--- config.mk ---
export PLATFORM = sky130hd
export DESIGN_NAME = button_debounce
export DESIGN_NICKNAME = d
export VERILOG_FILES = /design/src/rtl/button_debounce_pkg.sv /design/src/rtl/button_debounce_channel.sv /design/src/rtl/button_debounce.sv
export SDC_FILE = /design/constraint.sdc
export NUM_CORES = 1
export LEC_CHECK = 0
export BUFFER_PORTS_ARGS = -buffer_cell sky130_fd_sc_hd__buf_2
export CAP_MARGIN = 20
export CORE_MARGIN = 10
export CORE_UTILIZATION = 40
export DETAILED_ROUTE_END_ITERATION = 10
export GPL_TIMING_DRIVEN = 0
export SETUP_SLACK_MARGIN = 0.1
export SLEW_MARGIN = 30
export SYNTH_ARGS = -nofsm -noshare
export SYNTH_HDL_FRONTEND = slang
export SYNTH_HIERARCHICAL = 1
export SYNTH_SLANG_ARGS = --single-unit
--- constraint.sdc ---
create_clock -name clk_clk_clk -period 3.9 [get_ports clk_clk_clk]
set_input_delay 0.195 -clock clk_clk_clk [delete_from_list [all_inputs] [get_ports clk_clk_clk]]
set_output_delay 0.195 -clock clk_clk_clk [all_outputs]
set_load 0.03 [all_outputs]
--- src/rtl/button_debounce_pkg.sv ---
// Shared types and helpers for the button_debounce block.
package button_debounce_pkg;

  typedef enum logic [1:0] {
    RELEASED     = 2'd0,
    PRESS_WAIT   = 2'd1,
    PRESSED      = 2'd2,
    RELEASE_WAIT = 2'd3
  } db_state_t;

  // Counter width able to hold 0..cycles-1, never narrower than one bit.
  function automatic int cnt_width(input int cycles);
    int w;
    w = $clog2(cycles);
    return (w < 1) ? 1 : w;
  endfunction

endpackage

--- src/rtl/button_debounce_channel.sv ---
// One button channel: 2-FF synchroniser, debounce FSM, registered level and
// press/release pulses. Long-press detection is present only when
// BUTTON_DEBOUNCE_HOLD_EN is defined; otherwise hold_pulse is tied low.
//
// state        | meaning
// RELEASED     | accepted level is released, waiting for a press
// PRESS_WAIT   | press seen, counting the stable window
// PRESSED      | accepted level is pressed, waiting for a release
// RELEASE_WAIT | release seen, counting the stable window
module debounce_channel
  import button_debounce_pkg::*;
#(
  parameter int DEBOUNCE_CYCLES = 1000000,
  parameter int ACTIVE_LOW      = 1,
  parameter int HOLD_CYCLES     = 50000000
) (
  input  logic clk,
  input  logic rst_n,
  input  logic pin,
  output logic stable,
  output logic press_next,
  output logic press_pulse,
  output logic release_pulse,
  output logic hold_pulse
);

  localparam int             CW       = cnt_width(DEBOUNCE_CYCLES);
  localparam logic [CW-1:0]  CNT_LAST = CW'(DEBOUNCE_CYCLES - 1);
  localparam logic           REL_LVL  = (ACTIVE_LOW != 0);

  if (DEBOUNCE_CYCLES < 2 || HOLD_CYCLES < 2) begin : g_param_check
    $error("debounce_channel: DEBOUNCE_CYCLES and HOLD_CYCLES must be >= 2");
  end

  logic          sync1, sync2, p;
  db_state_t     state, state_n;
  logic [CW-1:0] cnt, cnt_n;
  logic          release_n, stable_n;

  // Two-flop synchroniser; reset loads the released pin level.
  always_ff @(posedge clk) begin
    if (!rst_n) begin
      sync1 <= REL_LVL;
      sync2 <= REL_LVL;
    end else begin
      sync1 <= pin;
      sync2 <= sync1;
    end
  end

  assign p = sync2 ^ REL_LVL;

  // Next-state, window counter and event decode.
  always_comb begin
    state_n    = state;
    cnt_n      = cnt;
    press_next = 1'b0;
    release_n  = 1'b0;
    case (state)
      RELEASED: begin
        if (p) begin
          state_n = PRESS_WAIT;
          cnt_n   = '0;
        end
      end
      PRESS_WAIT: begin
        if (!p) begin
          state_n = RELEASED;
          cnt_n   = '0;
        end else if (cnt == CNT_LAST) begin
          state_n    = PRESSED;
          cnt_n      = '0;
          press_next = 1'b1;
        end else begin
          cnt_n = cnt + CW'(1);
        end
      end
      PRESSED: begin
        if (!p) begin
          state_n = RELEASE_WAIT;
          cnt_n   = '0;
        end
      end
      RELEASE_WAIT: begin
        if (p) begin
          state_n = PRESSED;
          cnt_n   = '0;
        end else if (cnt == CNT_LAST) begin
          state_n   = RELEASED;
          cnt_n     = '0;
          release_n = 1'b1;
        end else begin
          cnt_n = cnt + CW'(1);
        end
      end
      default: begin
        state_n = RELEASED;
        cnt_n   = '0;
      end
    endcase
    stable_n = (state_n == PRESSED) || (state_n == RELEASE_WAIT);
  end

  // State, counter and registered outputs.
  always_ff @(posedge clk) begin
    if (!rst_n) begin
      state         <= RELEASED;
      cnt           <= '0;
      stable        <= 1'b0;
      press_pulse   <= 1'b0;
      release_pulse <= 1'b0;
    end else begin
      state         <= state_n;
      cnt           <= cnt_n;
      stable        <= stable_n;
      press_pulse   <= press_next;
      release_pulse <= release_n;
    end
  end

`ifdef BUTTON_DEBOUNCE_HOLD_EN
  localparam int             HW        = cnt_width(HOLD_CYCLES);
  localparam logic [HW-1:0]  HOLD_LAST = HW'(HOLD_CYCLES - 1);

  logic [HW-1:0] hold_cnt;
  logic          hold_done;

  // Long-press timer: runs only while staying in PRESSED, fires once.
  always_ff @(posedge clk) begin
    if (!rst_n) begin
      hold_cnt   <= '0;
      hold_done  <= 1'b0;
      hold_pulse <= 1'b0;
    end else begin
      hold_pulse <= 1'b0;
      if (state == PRESSED && state_n == PRESSED) begin
        if (!hold_done) begin
          if (hold_cnt == HOLD_LAST) begin
            hold_pulse <= 1'b1;
            hold_done  <= 1'b1;
          end else begin
            hold_cnt <= hold_cnt + HW'(1);
          end
        end
      end else begin
        hold_cnt  <= '0;
        hold_done <= 1'b0;
      end
    end
  end
`else
  assign hold_pulse = 1'b0;
`endif

endmodule

--- src/rtl/button_debounce.sv ---
// Debounced push-button conditioning for the HPS button PIO.
// Optional long-press pulses: define BUTTON_DEBOUNCE_HOLD_EN.
module button_debounce
  import button_debounce_pkg::*;
#(
  parameter int N_BUTTONS       = 2,
  parameter int DEBOUNCE_CYCLES = 1000000,
  parameter int ACTIVE_LOW      = 1,
  parameter int CNT_W           = 8,
  parameter int HOLD_CYCLES     = 50000000
) (
  input  logic                 clk_clk_clk,
  input  logic                 reset_reset_n,
  input  logic [N_BUTTONS-1:0] btn_raw,
  output logic [N_BUTTONS-1:0] btn_stable,
  output logic [N_BUTTONS-1:0] press_pulse,
  output logic [N_BUTTONS-1:0] release_pulse,
  output logic [N_BUTTONS-1:0] hold_pulse,
  output logic [CNT_W-1:0]     press_count
);

  logic [N_BUTTONS-1:0] press_next;
  logic [CNT_W-1:0]     press_inc;

  for (genvar i = 0; i < N_BUTTONS; i++) begin : g_ch
    debounce_channel #(
      .DEBOUNCE_CYCLES (DEBOUNCE_CYCLES),
      .ACTIVE_LOW      (ACTIVE_LOW),
      .HOLD_CYCLES     (HOLD_CYCLES)
    ) u_ch (
      .clk           (clk_clk_clk),
      .rst_n         (reset_reset_n),
      .pin           (btn_raw[i]),
      .stable        (btn_stable[i]),
      .press_next    (press_next[i]),
      .press_pulse   (press_pulse[i]),
      .release_pulse (release_pulse[i]),
      .hold_pulse    (hold_pulse[i])
    );
  end

  // Popcount of presses accepted this cycle, so simultaneous presses all count.
  always_comb begin
    press_inc = '0;
    for (int i = 0; i < N_BUTTONS; i++) begin
      press_inc = press_inc + CNT_W'(press_next[i]);
    end
  end

  // Wrapping press tally, updated on the same edge as press_pulse.
  always_ff @(posedge clk_clk_clk) begin
    if (!reset_reset_n) begin
      press_count <= '0;
    end else begin
      press_count <= press_count + press_inc;
    end
  end

endmodule

# Word level (Yosys, flattened, before mapping)
# Index checks and enable logic that the tools add are counted.
# op_classes
reduce_logical	8
addsub	4
n_eq_ne	16
muxes	32
# op_table
op	n
$mux W20	10
$pmux W20 S4	2
$add A20 B1 Y20 const B	2
$eq A20 B20 Y1 const B	2
$mux W2	12
$eq A2 B2 Y1 const B	8
$pmux W2 S4	2
$add A8 B2 Y8	1
$mux W1	6
$reduce_and A3 Y1	2
$eq A2 B1 Y1 const B	2
$logic_not A2 Y1	2
$ne A2 B1 Y1 const B	2
$ne A2 B2 Y1 const B	2
$reduce_and A2 Y1	2
$add A1 B1 Y2	1
$logic_or A1 B1 Y1	2
# word_totals
ff_bits	62
inputBits	4
output_inout_bits	16

# Depth between registers and ports, before layout
# logic_depth
depth_word	6
depth_mapped	12

# Cells and area by module
# The synthesis kept the hierarchy.
# by_module_without_submodules
mod	area_each_um2	cells_each	n_inst
debounce_channel	1308.8	148	2
button_debounce	360.3	38	1

# Worst setup path before layout
# OpenSTA, ideal clock, no wires.
# synth_path
path_kind	reg-to-reg
start	register g_ch[0].u_ch.cnt[11]
end	register press_count[6]
path_slack_ps	1093
path_buffers	0
stages_incl_launch_ff	12
arrival_ps	2737
synth_period_minus_slack_ps	2807
t_required_ps	3830
cell_sequence	dfxtp_1 -> or4_1 -> nor2_1 -> and4_1 -> nor3b_1 -> inv_1 -> fa_1 -> inv_1 -> ha_1 -> nand2_1 -> or3_1 -> a21boi_1
# synth_via
elab_chain_cells	6
# synth_rtl
item	line	text
start: declaration	button_debounce_channel.sv:37	logic [CW-1:0] cnt, cnt_n;
start signal: assignment	button_debounce_channel.sv:114	cnt <= cnt_n;
$eq A20 B20 Y1	button_debounce_channel.sv:70	end else if (cnt == CNT_LAST) begin
$mux W1	button_debounce_channel.sv:70	
$mux W1	button_debounce_channel.sv:67	if (!p) begin
$mux W1	button_debounce_channel.sv:59	case (state)
named net press_next[0]	button_debounce.sv:22	logic [N_BUTTONS-1:0] press_next;
$add A1 B1 Y2	button_debounce.sv:46	press_inc = press_inc + CNT_W'(press_next[i]);
$add A8 B2 Y8	button_debounce.sv:55	press_count <= press_count + press_inc;
end signal: assignment	button_debounce.sv:55	
end: declaration	button_debounce.sv:19	output logic [CNT_W-1:0] press_count
# The timed path passes the listed nets, and every way through them passes these cells.
# A chain may end at the register's enable or synchronous reset.

# Worst setup path after layout
# Same ends and word-level chain as after synthesis.

==> flow_metrics.env <==
export IMPL_final_max_slew_viol_count=0
export IMPL_viasPerCell=5.23
export IMPL_syn_avg_cell_area_um2=8.92
export IMPL_synth_main_ff_cell="dfxtp_1"
export IMPL_io_pins=20
export IMPL_synth_nets=342
export IMPL_skew_ps=9.38
export IMPL_fin_ws_ps=789
export IMPL_overflow=0
export IMPL_diodes=0
export IMPL_hold_class="in2reg"
export IMPL_die_x_um=106
export IMPL_min_period_ps=3110
export IMPL_hold_path_depth=2
export IMPL_ys_seq_area_share_pct=41.7
export IMPL_rr_worst_depth=11
export IMPL_r2r_slack_ps=790
export IMPL_cp_common_cell="inv_1"
export IMPL_cp_arrival_ps=3390
export IMPL_cts_root_buf="clkbuf_8"
export IMPL_stdcell_count=466
export IMPL_fillers=704
export IMPL_die_area_um2=11300
export IMPL_start_util_pct=41.1
export IMPL_h_tree_depth=3
export IMPL_syn_cell_area_um2=2980
export IMPL_cts_tree="built"
export IMPL_hold_end="g_ch[1].u_ch/sync1"
export IMPL_setup_viol=0
export IMPL_crit_type="reg2reg"
export IMPL_outcome="complete, no violations"
export IMPL_grt_util_all_layers_pct=11.0
export IMPL_grt_pass1_wl_mm=10.3
export IMPL_dpl_cell_count=450
export IMPL_port_buffer_count=17
export IMPL_yosys_warnings=6
export IMPL_synthXorXnorAreaFrac_pct=7.27
export IMPL_period_share_pct=79.8
export IMPL_path_cells="or4_1 > nor2_1 > and4_1 > nor3b_1 > inv_1 > fa_1 > inv_1 > ha_1 > nand2_1 > or3_1 > a21boi_1"
export IMPL_yosys_area_share_simple_pct=32.7
export IMPL_required_ps=4180
export IMPL_tns_ps=0
export IMPL_area_delta_synth_final_pct=15.3
export IMPL_min_from="btn_raw[1]"
export IMPL_post_cts_buffers=0
export IMPL_post_drt_wl_per_cell_um=12.8
export IMPL_vias=2436
export IMPL_dp_hpwl_mm=4.22
export IMPL_endpoint_kind="register"
export IMPL_antenna_left=0
export IMPL_max_clock_path_buffers=2
export IMPL_synth_cells=334
export IMPL_power_leakage_nw=1.28
export IMPL_layout_common_cells="62 x dfxtp_1, 38 x nor2_1, 27 x nand2_1, 20 x nand3_1, 19 x buf_2"
export IMPL_synthDistinctLibCells=50
export IMPL_cts_buffers=9
export IMPL_p_total_mw=1.37
export IMPL_antenna_found_initial=0
export IMPL_place_ws_ps=785
export IMPL_globalplace_congestion=0.789
export IMPL_vdd_drop_max_uv=316
export IMPL_die_y_um=106
export IMPL_critPathTopFamily="simple AND/OR/NAND/NOR gates"
export IMPL_cp_max_fo=6
export IMPL_drv_cap=0
export IMPL_ys_ff_latch=62
export IMPL_hold_buffers=0
export IMPL_rsz0062_at_grt="false"
export IMPL_p_per_area_nw_per_um2=398
export IMPL_nets=370
export IMPL_synth_edf_count=0
export IMPL_routed_wl_mm=5.98
export IMPL_cts_clk_slew_worst_paths_ps=80
export IMPL_drt_initial_drc_count=88
export IMPL_rows=31
export IMPL_dr_pass1_iters=4
export IMPL_synthAdderAreaFrac_pct=1.93
export IMPL_path_buf_inv=2
export IMPL_clock_sinks=62
export IMPL_crit_slowest_cell="or4_1"
export IMPL_synth_compound_area_share_pct=11.3
export IMPL_grt_pass1_vias=2263
export IMPL_slowest_delay_ps=510
export IMPL_synth_mux_area_share_pct=1.68
export IMPL_clkLatencyLatePin_ps=340
export IMPL_synth_top_family_by_area="simple AND/OR/NAND/NOR gates"
export IMPL_synthArstFlopShare_pct=0
export IMPL_coreArea_um2=7250
export IMPL_ctsResizeCount=0
export IMPL_finish_utilization_pct=47.3
export IMPL_final_common_cell="dfxtp_1"
export IMPL_grt_start_max_net_pins=13
export IMPL_drive_gt1_share_pct=16.9
export IMPL_hold_viol_final=0
export IMPL_rr_endpoint="press_count[6]"
export IMPL_r2r_start="g_ch[0].u_ch/cnt[11]"
export IMPL_path_depth=11
export IMPL_critPathLaunchType="register"
export IMPL_clock_fmax_mhz=321
export IMPL_drc=0
[cells by family after synthesis]
group / after synthesis
simple gates: 167
flops: 62
compound gates: 52
xor+xnor: 23
buf+inv: 19
mux: 5
fa+ha+maj: 4
other cells: 2
[per-layer routing]
metal	vias up	global-route usage, %	part of all wire, %
li1	1263	-	-
met3	6	3.14	2.8
met4	0	6.38	1.6
met2	29	16.5	45
met5	-	0	0
met1	1138	13.8	51
[report_power, final]
part	internal (mW)	switching (mW)	total, mW
Sequential	0.635	0.00284	0.638
Combinational	0.0126	0.0278	0.0403
Clock	0.428	0.261	0.688
Total	1.08	0.292	1.37
[flip-flops by register name, summed over array words and instances, names as in the netlist]
signal and flops:
g_ch.u_ch/press_pulse 2, g_ch.u_ch/cnt 40, press_count 8, g_ch.u_ch/state 4
g_ch.u_ch/sync2 2, g_ch.u_ch/release_pulse 2, g_ch.u_ch/stable 2, g_ch.u_ch/sync1 2
[synthesized netlist by cell type (4+ instances only)]
master / n / area, um2
a21oi_1: 12 / 60.1
a21oi_2: 4 / 35.0
a31oi_1: 10 / 62.6
and2_1: 4 / 25.0
and3_1: 6 / 37.5
and4_1: 8 / 70.1
dfxtp_1: 62 / 1240
inv_1: 11 / 41.3
mux2i_1: 5 / 50.1
nand2_1: 27 / 101
nand2b_1: 7 / 43.8
nand3_1: 20 / 100
nand4_1: 10 / 62.6
nor2_1: 38 / 143
nor3_1: 5 / 25.0
nor3b_1: 4 / 30.0
nor4_1: 6 / 37.5
o21ai_0: 10 / 50.1
or3_1: 6 / 37.5
xnor2_1: 12 / 105
xor2_1: 9 / 78.8
[worst max-delay path by stage]
| stage | startpoint | to | slack (ps) |
|---|---|---|---|
| after global placement | g_ch[0].u_ch/cnt[11] | press_count[6] | 850 |
| after global routing | g_ch[0].u_ch/cnt[11] | press_count[6] | 550 |
| after CTS | g_ch[0].u_ch/cnt[11] | press_count[6] | 780 |
| after detailed placement | g_ch[0].u_ch/cnt[11] | press_count[6] | 790 |
| final | g_ch[0].u_ch/cnt[11] | press_count[6] | 790 |
| after floorplan | g_ch[0].u_ch/cnt[11] | press_count[6] | 1090 |
[final cells by class]
| cell class | instances | area, um2 | area share [%] |
|---|---|---|---|
| tap | 99 | 124 | 3.61 |
| clock inverter | 7 | 121 | 3.54 |
| inverter | 11 | 41.3 | 1.20 |
| clock buffer | 9 | 124 | 3.61 |
| timing repair buffer | 17 | 85.1 | 2.48 |
| sequential | 62 | 1240 | 36.2 |
| multi-input combinational | 253 | 1640 | 47.8 |
| buffer | 8 | 55.1 | 1.60 |
[through the flow]
stage	hold slack, ps	cell area, um2
5_1_grt	29.7	3430
3_5_place_dp	379	3190
2_1_floorplan	296	2980
4_1_cts	22.2	3430
3_3_place_gp	377	3190
6_report	40.3	3430
Power figures use the tool's default switching activity.
